`config.mk`:
```
export PLATFORM = sky130hd
export DESIGN_NAME = transmission8_rr_sched
export DESIGN_NICKNAME = d
export VERILOG_FILES = /design/src/rtl/transmission8_rr_sched_pkg.sv /design/src/rtl/transmission8_rr_sched_rr_pick8.sv /design/src/rtl/transmission8_rr_sched.sv
export SDC_FILE = /design/constraint.sdc
export NUM_CORES = 1
export LEC_CHECK = 0
export ABC_AREA = 1
export CAP_MARGIN = 20
export CORE_AREA = 2 2 49 74
export DETAILED_ROUTE_END_ITERATION = 10
export DIE_AREA = 0 0 51 76
export GPL_TIMING_DRIVEN = 0
export HOLD_SLACK_MARGIN = 0.12
export PLACE_DENSITY_LB_ADDON = 0.1
export SLEW_MARGIN = 15
export SYNTH_ARGS = -nofsm -noshare
export SYNTH_HDL_FRONTEND = slang
export SYNTH_SLANG_ARGS = --single-unit
```
`constraint.sdc`:
```
create_clock -name clk -period 10 [get_ports clk]
set_clock_uncertainty 0.05 [all_clocks]
set_input_delay 1 -clock clk [delete_from_list [all_inputs] [get_ports clk]]
set_output_delay 1 -clock clk [all_outputs]
set_load 0.03 [all_outputs]
```
`src/rtl/transmission8_rr_sched_pkg.sv`:
```
`default_nettype none
// ============================================================================
//  Module      : transmission8_rr_sched_pkg
//  Description : Shared constants and types for the 8-channel round-robin
//                transmission scheduler.
//  Revision    : 1.0  - initial release
// ============================================================================
package transmission8_rr_sched_pkg;

    localparam int NUM_CH = 8;   // channels sharing the distributor
    localparam int SEL_W  = 3;   // width of the channel index (A,B,C)
    localparam int CNT_W  = 4;   // burst counter width, covers MAX_BURST up to 15

    // Scheduler state, encoded with an explicit one-bit width
    typedef enum logic [0:0] {
        IDLE  = 1'b0,
        GRANT = 1'b1
    } state_e;

endpackage : transmission8_rr_sched_pkg
`default_nettype wire

```
`src/rtl/transmission8_rr_sched_rr_pick8.sv`:
```
`default_nettype none
// ============================================================================
//  Module      : rr_pick8
//  Description : Combinational round-robin picker. Rotates the request vector
//                so the pointer channel sits at bit 0, finds the lowest set
//                bit, then adds the pointer back (mod 8) to get the winner.
//  Revision    : 1.0  - initial release
// ============================================================================
module rr_pick8
    import transmission8_rr_sched_pkg::*;
(
    input  logic [NUM_CH-1:0] req_i,
    input  logic [SEL_W-1:0]  ptr_i,
    output logic              found_o,
    output logic [SEL_W-1:0]  idx_o
);

    logic [NUM_CH-1:0] w_rot;
    logic [SEL_W-1:0]  w_off;

    // Rotate requests so the highest-priority channel lands at bit 0
    always_comb begin
        w_rot = '0;
        for (int i = 0; i < NUM_CH; i++) begin
            w_rot[i] = req_i[ptr_i + SEL_W'(i)];
        end
    end

    // Priority-encode the rotated vector: lowest set bit wins
    always_comb begin
        w_off = '0;
        for (int i = NUM_CH - 1; i >= 0; i--) begin
            if (w_rot[i]) begin
                w_off = SEL_W'(i);
            end
        end
    end

    assign found_o = |w_rot;
    assign idx_o   = ptr_i + w_off;   // 3-bit sum wraps mod 8

endmodule : rr_pick8
`default_nettype wire

```
`src/rtl/transmission8_rr_sched.sv`:
```
`default_nettype none
// ============================================================================
//  Module      : transmission8_rr_sched
//  Description : Round-robin scheduler in front of the 8-channel transmission
//                distributor. Grants one channel at a time, bounds each grant
//                to MAX_BURST cycles, and hands off back-to-back on release.
//                All outputs are registered.
//  Revision    : 1.0  - initial release
// ============================================================================
module transmission8_rr_sched
    import transmission8_rr_sched_pkg::*;
#(
    parameter int MAX_BURST = 4
)(
    input  logic              clk,
    input  logic              rst_n,
    input  logic [NUM_CH-1:0] iReq,
    output logic [SEL_W-1:0]  oSel,
    output logic [NUM_CH-1:0] oGrant,
    output logic              oBusy,
    output logic              oLast
);

    localparam logic [CNT_W-1:0] C_MAX = CNT_W'(MAX_BURST);

    state_e            state_q, state_d;
    logic [SEL_W-1:0]  ptr_q,   ptr_d;
    logic [CNT_W-1:0]  cnt_q,   cnt_d;
    logic [SEL_W-1:0]  sel_q,   sel_d;
    logic [NUM_CH-1:0] grant_q, grant_d;
    logic              busy_q,  busy_d;
    logic              last_q,  last_d;

    logic [SEL_W-1:0]  w_pick_ptr;
    logic              w_found;
    logic [SEL_W-1:0]  w_idx;

    // While granting, the picker searches from cur+1 so a finishing channel
    // is considered last; when idle it searches from the stored pointer.
    assign w_pick_ptr = (state_q == GRANT) ? (sel_q + SEL_W'(1)) : ptr_q;

    rr_pick8 u_pick (
        .req_i   (iReq),
        .ptr_i   (w_pick_ptr),
        .found_o (w_found),
        .idx_o   (w_idx)
    );

    // State, pointer, counter and registered outputs
    always_ff @(posedge clk or negedge rst_n) begin
        if (!rst_n) begin
            state_q <= IDLE;
            ptr_q   <= '0;
            cnt_q   <= '0;
            sel_q   <= '0;
            grant_q <= '0;
            busy_q  <= 1'b0;
            last_q  <= 1'b0;
        end else begin
            state_q <= state_d;
            ptr_q   <= ptr_d;
            cnt_q   <= cnt_d;
            sel_q   <= sel_d;
            grant_q <= grant_d;
            busy_q  <= busy_d;
            last_q  <= last_d;
        end
    end

    // Next-state: hold, burst-limited extend, or end-and-rearbitrate
    always_comb begin
        state_d = state_q;
        ptr_d   = ptr_q;
        cnt_d   = cnt_q;
        sel_d   = sel_q;
        case (state_q)
            IDLE: begin
                if (w_found) begin
                    state_d = GRANT;
                    sel_d   = w_idx;
                    cnt_d   = CNT_W'(1);
                end
            end
            GRANT: begin
                if (iReq[sel_q] && (cnt_q < C_MAX)) begin
                    cnt_d = cnt_q + CNT_W'(1);
                end else begin
                    ptr_d = sel_q + SEL_W'(1);
                    if (w_found) begin
                        sel_d = w_idx;
                        cnt_d = CNT_W'(1);
                    end else begin
                        state_d = IDLE;
                        cnt_d   = '0;
                    end
                end
            end
            default: begin
                state_d = IDLE;
            end
        endcase
    end

    // Output decode from the next state so outputs register alongside it
    always_comb begin
        busy_d  = (state_d == GRANT);
        grant_d = busy_d ? (NUM_CH'(1) << sel_d) : '0;
        last_d  = busy_d && (cnt_d == C_MAX);
    end

    assign oSel   = sel_q;
    assign oGrant = grant_q;
    assign oBusy  = busy_q;
    assign oLast  = last_q;

endmodule : transmission8_rr_sched
`default_nettype wire

```
# Word-level counts from Yosys, hierarchy flattened
# Cells that the tools add are included.
# W data, S select, Z words.
# totals
in_bits	10
elab_cells	72
reg_bits	20
# classes
magnitude_cmp	10
shift	1
n_addsub	10
reduce_logical	4
n_mux	38
bitwise	2
eq_ne	1
# ops
operator	count
$lt A3 B4 Y1 const B	9
$mux W3	11
$bmux W1 S3	9
$add A3 B3 Y3 const B	4
$mux W1	12
$mux W4	2
$mux W8	1
$pmux W4 S2	1
$reduce_or A8 Y1	1
$shl A1 B3 Y8 const A	1
$add A3 B1 Y3 const B	2
$add A3 B2 Y3 const B	2
$pmux W3 S2	1
$add A4 B1 Y4 const B	1
$eq A4 B3 Y1 const B	1
$lt A4 B3 Y1 const B	1
$add A3 B3 Y3	1
$logic_and A1 B1 Y1	2
$not A1 Y1	2
$pmux W1 S2	1
$reduce_and A2 Y1	1

# Depth between registers and ports, before layout
# Gate-level depths: netlist of the first run.
# depth
depth_word	19
mapped_depth	24
mapped_depth_nobuf	24

# Cells and area by module
# A second synthesis of the first run with hierarchy kept.
# unflattened
cells_unflattened	220
area_unflattened_um2	1547.7
# modules_own_cells
mod	cells_per_inst	seq_area_each_um2	n_inst	area_each_um2
transmission8_rr_sched	114	500.5	1	984.7
rr_pick8	106	0.0	1	563.0

# Least setup slack after synthesis of the first run
# No wires, ideal clock.
# synth_timing
path_type	reg-to-reg
start	register sel_q[0], in the netlist oSel[0]
end	register grant_q[0], in the netlist oGrant[0]
arrival_time_ps	3291
synth_period_minus_slack_ps	3458
path_stages_with_launch	19
n_path_buf	0
path_slack_ps	6542
path_cell_list	dfrtp_1 > ha_1 > nand2_1 > nand2_2 > ha_1 > inv_1 > nand3_1 > o21ai_1 > nand2_1 > nand2_1 > nand2_2 > or2_2 > fa_1 > xor2_1 > xor2_1 > o21ai_2 > inv_2 > nand2_2 > nor2_1
# synth_between
elab_chain_cells	19
# synth_lines
element	line_no	source
start, declared	transmission8_rr_sched.sv:29	logic [SEL_W-1:0] sel_q, sel_d;
start signal, assigned	transmission8_rr_sched.sv:63	sel_q <= sel_d;
$add A3 B1 Y3	transmission8_rr_sched.sv:40	assign w_pick_ptr = (state_q == GRANT) ? (sel_q + SEL_W'(1)) : ptr_q;
$mux W3	transmission8_rr_sched.sv:40	
$add A3 B3 Y3	transmission8_rr_sched_rr_pick8.sv:25	w_rot[i] = req_i[ptr_i + SEL_W'(i)];
$bmux W1 S3	transmission8_rr_sched_rr_pick8.sv:25	
$mux W1 (implied by the code)	transmission8_rr_sched_rr_pick8.sv:25	
$mux W3 (8 in a row)	transmission8_rr_sched_rr_pick8.sv:33	if (w_rot[i]) begin
$add A3 B3 Y3	transmission8_rr_sched_rr_pick8.sv:40	assign idx_o = ptr_i + w_off;
$mux W3	transmission8_rr_sched.sv:78, transmission8_rr_sched.sv:89	
$mux W3	transmission8_rr_sched.sv:85	if (iReq[sel_q] && (cnt_q < C_MAX)) begin
$pmux W3 S2 (*)	transmission8_rr_sched.sv:76	case (state_q)
via sel_d[2]	transmission8_rr_sched.sv:29	
$shl A1 B3 Y8 (*)	transmission8_rr_sched.sv:107	grant_d = busy_d ? (NUM_CH'(1) << sel_d) : '0;
$mux W8 (*)	transmission8_rr_sched.sv:107	
via grant_d[0]	transmission8_rr_sched.sv:30	logic [NUM_CH-1:0] grant_q, grant_d;
end signal, assigned	transmission8_rr_sched.sv:64	grant_q <= grant_d;
end, declared	transmission8_rr_sched.sv:30	
# Mark *: on every way through the listed nets, which the timed path passes. The rest lies on a longest branch. The select of a mux whose other input is x is not followed.
# A chain may end at the register's enable or synchronous reset.

# Final worst setup path of the first run
# layout_timing
start	register sel_q[0], in the netlist oSel[0]
end	register grant_q[5], in the netlist oGrant[5]
# The elaborated chain is that of the path after synthesis.

==> run metrics, run 1 <==
H-tree depth 1; fill count 335; CTS Buf Count 3; first-pass GRT wire length about 6000 um; post-CTS setup buffers 0; post-DR vias/cell 4.97; CTS Hold Buffers Added 0; final hold violation count 0; slew margin rel. a little over two fifths; critical-path cell list ha_1, nand2_1, nand2_2, ha_1, inv_1, nand3_1, o21ai_1, nand2_1, nand2_1, a31oi_1, or2_2, fa_1, xor2_1, xor2_1, o21ai_2, nand2_2, nor2_1; Critical Path End Type register; CTS tree built; most common cell after layout, fill and taps aside nand2_1; setup TNS 0 ns; Synth Area in Compound Gates under 10%; Die Ht ~76 um; Mapped Nets between 200 and 250; total wire length roughly 3500 um; Least-Margin Pin Slew roughly 0.84 ns; crit start category register; WP data arrival 3.76 ns; Crit-path slowest cell dfrtp_1; mux cell area share after synthesis 0%; Worst path most repeated cell nand2_1; Crit path required time ~10 ns; max incr delay on CP 0.50 ns; PostCTS Resize Cnt 0; cell accounting for the most synthesized area dfrtp_1; Post-Synth Simple-Gate Area between 40% and 50%; CP max FO 10; Mapped Area between 0.0015 and 0.002 mm^2; Final #Nets about 270; CTS clk-pin slew, worst paths ~0.07 ns; Layout Area Growth over Synthesis 21.3%; largest family of logic cells by synthesized area simple AND/OR/NAND/NOR gates; Initial DRT Pass Iterations 4; width of the die between 50 and 60 um; root buffer cell clkbuf_8; clock sinks 20; maxcap violations 0; min-delay worst type register to register; critical path type register to register; Port Buffers 22; total grt overflow 0; pin count of the biggest net entering global routing 21; Final setup viols 0; Skew-Pair Late Insertion Delay between 0.2 and 0.3 ns; fin crit period roughly 3.6 ns; initial core utilization 46.9%; Worst R2R Setup Slack 6.37 ns; initial DRC count 30; adder-cell share of the synthesized area 3.73%; HPWL after detailed placement 2780 um; xor and xnor area share after synthesis 2.27%; Rows 26; wire length per cell 11.7 um; Cell variety after synth 27; gpl congestion roughly 0.8; crit share post-route a little over a third; via count around 1500; CORE AREA approximately 0.0033 mm^2; cells after synthesis about 230; All-Layer GR Usage between 15 and 20%; most frequent cells in the layout nand2_1 (101), clkdlybuf4s50_1 (22), dfrtp_1 (20); run status finished, final reports clean; top-area cell type share of the netlist area between 30% and 40%; initial antenna violation count 0; Die ar. 0.00388 mm^2; # diodes 0; synthesis-stage register bit count 20; antenna-violating nets left 0; f_max between 200 and 300 MHz; Area contributors post-synth dfrtp_1 (32%), nand2_1 (25%), nand2_2 (5.7%), nand3_1 (5.5%), inv_1 (4.1%); RSZ-0062 raised after global routing false; worst-case clock buffer depth 2; vias in the first global route about 1400; synth warn 0; detailed-route DRC error count 0; syn_area_per_cell roughly 6.8 um^2; Ports 23; register area share after synthesis approximately 32%; share of cells above drive strength 1 between 10% and 20%; max-slew violations 0
per-layer routing:
| metal | vias up | share of wire, % | GRT usage, % |
|---|---|---|---|
| met2 | 27 | 55 | 36.1 |
| met5 | - | 0 | 0 |
| li1 | 770 | - | - |
| met3 | 4 | 3.3 | 2.16 |
| met1 | 670 | 40 | 22.9 |
| met4 | 0 | 1.2 | 6.76 |
worst max-delay path, delay by kind of cell (launching register included):
kind / cells / cell delay (ns)
fa+ha+maj: 3 / 1.14
buf+inv: 1 / 0.08
flops: 1 / 0.50
xor+xnor: 2 / 0.37
simple gates: 8 / 1.02
compound gates: 3 / 0.40
area by class of cell:
type,count,area [um^2],share of cell area [%]
Multi-Input combinational cell,184,928,49.7
Sequential cell,20,500,26.8
Timing Repair Buffer,22,220,11.8
Inverter,21,78.8,4.22
Clock buffer,4,55.1,2.95
Tap cell,42,52.6,2.81
Buffer,3,33.8,1.81
metrics by stage:
stage | instance area [um^2] | cells | hold WS (ns) | util [%] | setup WS (ns)
after global routing | 1870 | 296 | 0.492 | 56.9 | 5.99
final | 1870 | 296 | 0.457 | 56.9 | 6.37
after detailed placement | 1810 | 292 | 0.447 | 55.2 | 6.16
after CTS | 1870 | 296 | 0.464 | 56.9 | 6.34
after global placement | 1810 | 292 | 0.439 | 55.2 | 6.22
after floorplan | 1540 | 228 | 0.425 | - | 6.54
cells in the mapped netlist:
library cell and n:
o31ai_2 1, o21ai_2 6, nor3_1 1, o21ai_0 7, inv_2 4, nand2_2 14
nor2_4 1, ha_1 3, a32o_1 1, xor2_1 3, a21oi_1 2, a31oi_1 1
nor3_2 1, nand3_1 17, nor2_2 3, o21ai_1 1, xnor2_1 1, or2_2 2
fa_1 1, buf_6 3, inv_1 17, nor2_1 12, nand2_4 3, dfrtp_1 20
nand3_2 1, o22ai_1 1, nand2_1 101
worst paths after layout:
check,start,end,depth (start not counted)
max in group asynchronous,rst_n,ptr_q[0],1
setup / recovery,oSel[0],oGrant[5],17
hold reg to reg,cnt_q[3],cnt_q[3],2
setup reg to reg,oSel[0],oGrant[5],17
min in group asynchronous,rst_n,cnt_q[3],1
hold / removal,cnt_q[3],cnt_q[3],2
state kept, by name (all words and copies together) (netlist names):
| signal | count |
|---|---|
| oGrant | 8 |
| oBusy | 1 |
| oSel | 3 |
| cnt_q | 4 |
| oLast | 1 |
| ptr_q | 3 |
cells by family (layout without fill, tap and decap cells):
family | count (synthesis) | in the layout
buffers and inverters | 24 | 50
AOI/OAI and AO/OA | 20 | 20
xor gates and xnor gates | 4 | 4
adders and majority gates | 4 | 4
and+or+nand+nor | 156 | 156
DFF | 20 | 20
Power of run 1 is not shown: default switching activity piles up to over one toggle a cycle in this logic, so the estimate is an artifact.
==> run 2, diff against run 1 <==
- clock period: 10 -> 2.92 ns (I/O delays scaled with it)
==> run metrics, run 2 (synthesis results as in run 1) <==
run status finished with violations (was finished, final reports clean); failing checks setup timing; Initial DRT Pass Iterations 4 (unchanged); beginning of the critical path oBusy (was oSel[0]); H-tree depth 1 (unchanged); met2 wire length 2080 um (was 1920 um); wire length per cell 11.9 um (was 11.7 um); share of cells above drive strength 1 31.6% (was 16.9%); max-slew violations 0 (unchanged); root buffer cell clkbuf_8 (unchanged); Crit path required time 3.02 ns (was 10.13 ns); initial antenna violation count 0 (unchanged); HPWL after detailed placement 2780 um (about the same); max incr delay on CP 0.44 ns (was 0.50 ns); # diodes 0 (unchanged); Crit-path slowest cell dfrtp_2 (was dfrtp_1); CTS clk-pin slew, worst paths 0.07 ns (about the same); Die ar. 0.00388 mm^2 (unchanged); Place WS -0.301 ns (was 6.16 ns); WP data arrival 3.18 ns (was 3.76 ns); min-delay worst type register to register (unchanged); crit share post-route 106% (was 36.3%); worst-case clock buffer depth 2 (unchanged); CTS Hold Buffers Added 0 (unchanged); r2r startpoint oBusy (was oSel[0]); fin crit period 3.08 ns (was 3.63 ns); Reg2Reg Depth 18 (was 17); final hold violation count 0 (unchanged); CTS Buf Count 3 (unchanged); Multi-input gate area 0.00103 mm^2 (was 928 um^2); CORE AREA 0.00329 mm^2 (unchanged); detailed-route DRC error count 0 (unchanged); most common cell after layout, fill and taps aside nand2_1 (unchanged); CTS tree built (unchanged); most frequent cells in the layout nand2_1 (89), nand2_2 (23), clkdlybuf4s50_1 (22) (was nand2_1 (101), clkdlybuf4s50_1 (22), dfrtp_1 (20)); width of the die 51 um (unchanged); f_max 324 MHz (was 276 MHz); capture point of the worst reg-to-reg path oGrant[1] (was oGrant[5]); Final #Nets 287 (was 269); CP endpoint oGrant[1] (was oGrant[5]); total wire length 3720 um (was 3480 um); slew margin rel. 42.3% (was 43.5%); critical-path cell list buf_6, nand2_2, nand2_2, buf_6, ha_4, nand3_2, o21ai_2, nand2_1, nand2_2, a31oi_1, or2_4, fa_2, xor2_1, xor2_1, o21ai_2, inv_2, nand2_4, nor2_1 (was ha_1, nand2_1, nand2_2, ha_1, inv_1, nand3_1, o21ai_1, nand2_1, nand2_1, a31oi_1, or2_2, fa_1, xor2_1, xor2_1, o21ai_2, nand2_2, nor2_1); maxcap violations 0 (unchanged); gpl congestion 0.810 (was 0.788); top layer in use met4 (unchanged); Die Ht 76 um (unchanged); Worst path most repeated cell nand2_2 (was nand2_1); post-DR vias/cell 4.93 (was 4.97); post-route worst setup slack -0.165 ns (was 6.37 ns); total grt overflow 0 (unchanged); metal3 WL 87 um (was 113 um); max reg flops 8 (unchanged); RSZ-0062 raised after global routing true (was false); via count 1549 (was 1471); Least-Margin Pin Slew 0.863 ns (was 0.845 ns); initial core utilization 46.9% (unchanged); Skew-Pair Late Insertion Delay 0.25 ns (about the same); Critical Path End Type register (unchanged); Rows 26 (unchanged); All-Layer GR Usage 20.5% (was 19.7%); fill count 303 (was 335); pin count of the biggest net entering global routing 21 (unchanged); vias in the first global route 1466 (was 1378); M1 WL 1500 um (was 1400 um); Port Buffers 22 (unchanged); crit start category register (unchanged); initial DRC count 31 (was 30); clock sinks 20 (unchanged); CP max FO 6 (was 10); Final setup viols 8 (was 0); Worst R2R Setup Slack -0.16 ns (was 6.37 ns); register area 504 um^2 (was 500 um^2); Layout Area Growth over Synthesis 36.2% (was 21.3%); critical path type register to register (unchanged); first-pass GRT wire length 6150 um (was 5980 um); Ports 23 (unchanged); antenna-violating nets left 0 (unchanged)
==> run 2: changes by cell type in the layout (fill, tap and decap cells not counted), sizes merged <==
| cell | previous run | this run |
|---|---|---|
| buf | 3 | 21 |
==> run 2: final cells by class <==
cell class	count	area share [%]
Multi-Input combinational cell	184	48.9
Sequential cell	20	24.0
Timing Repair Buffer	40	16.8
Inverter	21	3.99
Tap cell	42	2.50
Clock buffer	4	2.15
Buffer	3	1.61
==> run 2: worst max-delay path, delay by kind of cell (launching register included) <==
| family | cells | cell delay [ns] |
|---|---|---|
| XOR/XNOR | 2 | 0.34 |
| AO/OA/AOI/OAI | 3 | 0.41 |
| AND/OR/NAND/NOR | 8 | 0.76 |
| adder cells (fa/ha/maj) | 2 | 0.62 |
| flip-flops | 1 | 0.44 |
| buffers and inverters | 3 | 0.36 |
==> run 2: repair_timing <==
item / 4_1_cts / 5_1_grt
pin swaps: 11 / 12
setup endpoints to repair: 9 / 9
gates cloned: 1 / 0
gates resized for setup: 5 / 15
setup buffers: 12 / 5
==> run 2: layer usage <==
| metal | track usage [%] | vias to the layer above |
|---|---|---|
| met1 | 21.4 | 723 |
| met4 | 7.84 | 0 |
| met2 | 39.9 | 20 |
| met3 | 1.57 | 4 |
| li1 | - | 802 |
| met5 | 0 | - |
==> run 2: how the worst min path moves through the flow <==
| stage | from | end | slack (ns) | cells past startpoint |
|---|---|---|---|---|
| 4_1_cts | ptr_q[0] | ptr_q[0] | 0.47 | 2 |
| 5_1_grt | cnt_q[3] | cnt_q[3] | 0.49 | 2 |
| 2_1_floorplan | rst_n | cnt_q[0] | -0.05 | 0 |
| 3_3_place_gp | ptr_q[0] | ptr_q[0] | 0.44 | 2 |
| 6_report | ptr_q[0] | ptr_q[0] | 0.46 | 2 |
| 3_5_place_dp | ptr_q[0] | ptr_q[0] | 0.45 | 2 |
==> run 2: per-stage QoR <==
stage	util [%]	area, um^2	hold slack (ns)	setup TNS, ns	cells
floorplan	-	1590	-0.0536	-0.799	228
global placement	56.7	1860	0.439	-2.25	292
detailed placement	56.7	1860	0.448	-2.43	292
CTS	61.6	2020	0.466	-1.10	309
global route	63.9	2100	0.494	-3.04	314
finish	63.9	2100	0.459	-1.24	314
Power of run 2 is left out for the same reason.
==> run 3, diff against run 2 <==
- CAP_MARGIN: 20 -> default
- DONT_BUFFER_PORTS: default -> 1
- SKIP_CTS_REPAIR_TIMING: default -> 1
==> run metrics, run 3 (synthesis results as in run 1) <==
worst-case clock buffer depth 2 (unchanged); antenna-violating nets left 0 (unchanged); Skew-Pair Late Insertion Delay 0.25 ns (about the same); f_max 304 MHz (was 324 MHz); crit share post-route 113% (was 106%); critical-path cell list ha_4, nand2_4, nand2_8, ha_4, inv_4, o21ai_4, nand2_2, nand2_2, nand2_2, or2_4, fa_2, xor2_1, xor2_1, o21ai_2, inv_2, nand2_4, nor2_1 (was buf_6, nand2_2, nand2_2, buf_6, ha_4, nand3_2, o21ai_2, nand2_1, nand2_2, a31oi_1, or2_4, fa_2, xor2_1, xor2_1, o21ai_2, inv_2, nand2_4, nor2_1); share of cells above drive strength 1 29.7% (was 31.6%); critical path type register to register (unchanged); detailed-route DRC error count 0 (unchanged); Die Ht 76 um (unchanged); vias in the first global route 1432 (was 1466); root buffer cell clkbuf_8 (unchanged); pin count of the biggest net entering global routing 21 (unchanged); crit start category register (unchanged); final hold violation count 0 (unchanged); Place WS -0.457 ns (was -0.301 ns); run status finished with violations (unchanged); Rows 26 (unchanged); Critical Path End Type register (unchanged); WP data arrival 3.38 ns (was 3.18 ns); Port Buffers 0 (was 22); Initial DRT Pass Iterations 4 (unchanged); H-tree depth 1 (unchanged); min-delay worst type register to register (unchanged); Layout Area Growth over Synthesis 19.1% (was 36.2%); HPWL after detailed placement 2870 um (was 2780 um); CP max FO 8 (was 6); CTS tree built (unchanged); max incr delay on CP 0.57 ns (was 0.44 ns); maxcap violations 0 (unchanged); initial antenna violation count 0 (unchanged); post-route worst setup slack -0.365 ns (was -0.165 ns); CTS Buf Count 3 (unchanged); Final setup viols 9 (was 8); clock sinks 20 (unchanged); max-slew violations 0 (unchanged); most common cell after layout, fill and taps aside nand2_1 (unchanged); via count 1442 (was 1549); # diodes 0 (unchanged); failing checks setup timing (unchanged); post-layout util 55.9% (was 63.9%); All-Layer GR Usage 20.2% (was 20.5%); CTS clk-pin slew, worst paths 0.07 ns (about the same); initial core utilization 46.9% (unchanged); max reg flops 8 (unchanged); slew margin rel. 43.4% (was 42.3%); total grt overflow 0 (unchanged); CORE AREA 0.00329 mm^2 (unchanged); fin cells 281 (was 314); post-DR vias/cell 5.13 (was 4.93); Worst path most repeated cell nand2_2 (unchanged); Ports 23 (unchanged); Placed Cells 270 (was 292); Crit-path slowest cell dfrtp_4 (was dfrtp_2); Least-Margin Pin Slew 0.846 ns (was 0.863 ns); fin crit period 3.29 ns (was 3.08 ns); width of the die 51 um (unchanged); initial DRC count 25 (was 31); Crit path required time 3.02 ns (about the same); most frequent cells in the layout nand2_1 (92), nand2_2 (20), dfrtp_1 (17) (was nand2_1 (89), nand2_2 (23), clkdlybuf4s50_1 (22)); first-pass GRT wire length 6070 um (was 6150 um); wire length per cell 13.1 um (was 11.9 um); Die ar. 0.00388 mm^2 (unchanged); gpl congestion 0.783 (was 0.810); RSZ-0062 raised after global routing true (unchanged); total wire length 3680 um (was 3720 um); Final #Nets 254 (was 287)
[run 3: critical path, delay by kind of cell, from the launching register on]
| kind | cells | cell delay (ns) |
|---|---|---|
| adders and majority gates | 3 | 0.97 |
| and+or+nand+nor | 8 | 0.77 |
| DFF | 1 | 0.57 |
| xor gates and xnor gates | 2 | 0.35 |
| AOI/OAI and AO/OA | 2 | 0.33 |
| buffers and inverters | 2 | 0.12 |
[run 3: metrics by stage]
stage	instance area, um^2	hold WS (ns)	setup TNS, ns
floorplan	1590	-0.0536	-0.799
global placement	1640	-0.0530	-3.19
detailed placement	1640	-0.0530	-3.83
CTS	1700	-0.336	-3.91
global route	1840	0.502	-4.38
finish	1840	0.463	-3.11
[run 3: path summary, 6_finish.rpt]
| check | startpoint | endpoint | slack [ns] | depth (start not counted) |
|---|---|---|---|---|
| worst max register to register | oSel[0] | oGrant[0] | -0.37 | 17 |
| max in group asynchronous | rst_n | oSel[0] | 1.67 | 1 |
| worst max-delay path | oSel[0] | oGrant[0] | -0.37 | 17 |
| min in group asynchronous | rst_n | cnt_q[2] | 0.54 | 1 |
| worst min-delay path | cnt_q[3] | cnt_q[3] | 0.46 | 2 |
| worst min register to register | cnt_q[3] | cnt_q[3] | 0.46 | 2 |
[run 3: layout make-up]
class / count / area [um^2]
Buffer: 3 / 33.8
Clock buffer: 4 / 55.1
Fill cell: 327 / 1450
Inverter: 21 / 81.3
Multi-Input combinational cell: 184 / 1050
Sequential cell: 20 / 507
Tap cell: 42 / 52.6
Timing Repair Buffer: 7 / 52.6
[run 3: per-layer routing]
metal	wire length, um	vias up	global-route usage, %
met2	2040	34	37.1
met3	165	9	2.16
met4	100	0	10.8
li1	-	734	-
met5	0	-	0
met1	1370	665	21.5
Power of run 3 is left out for the same reason.
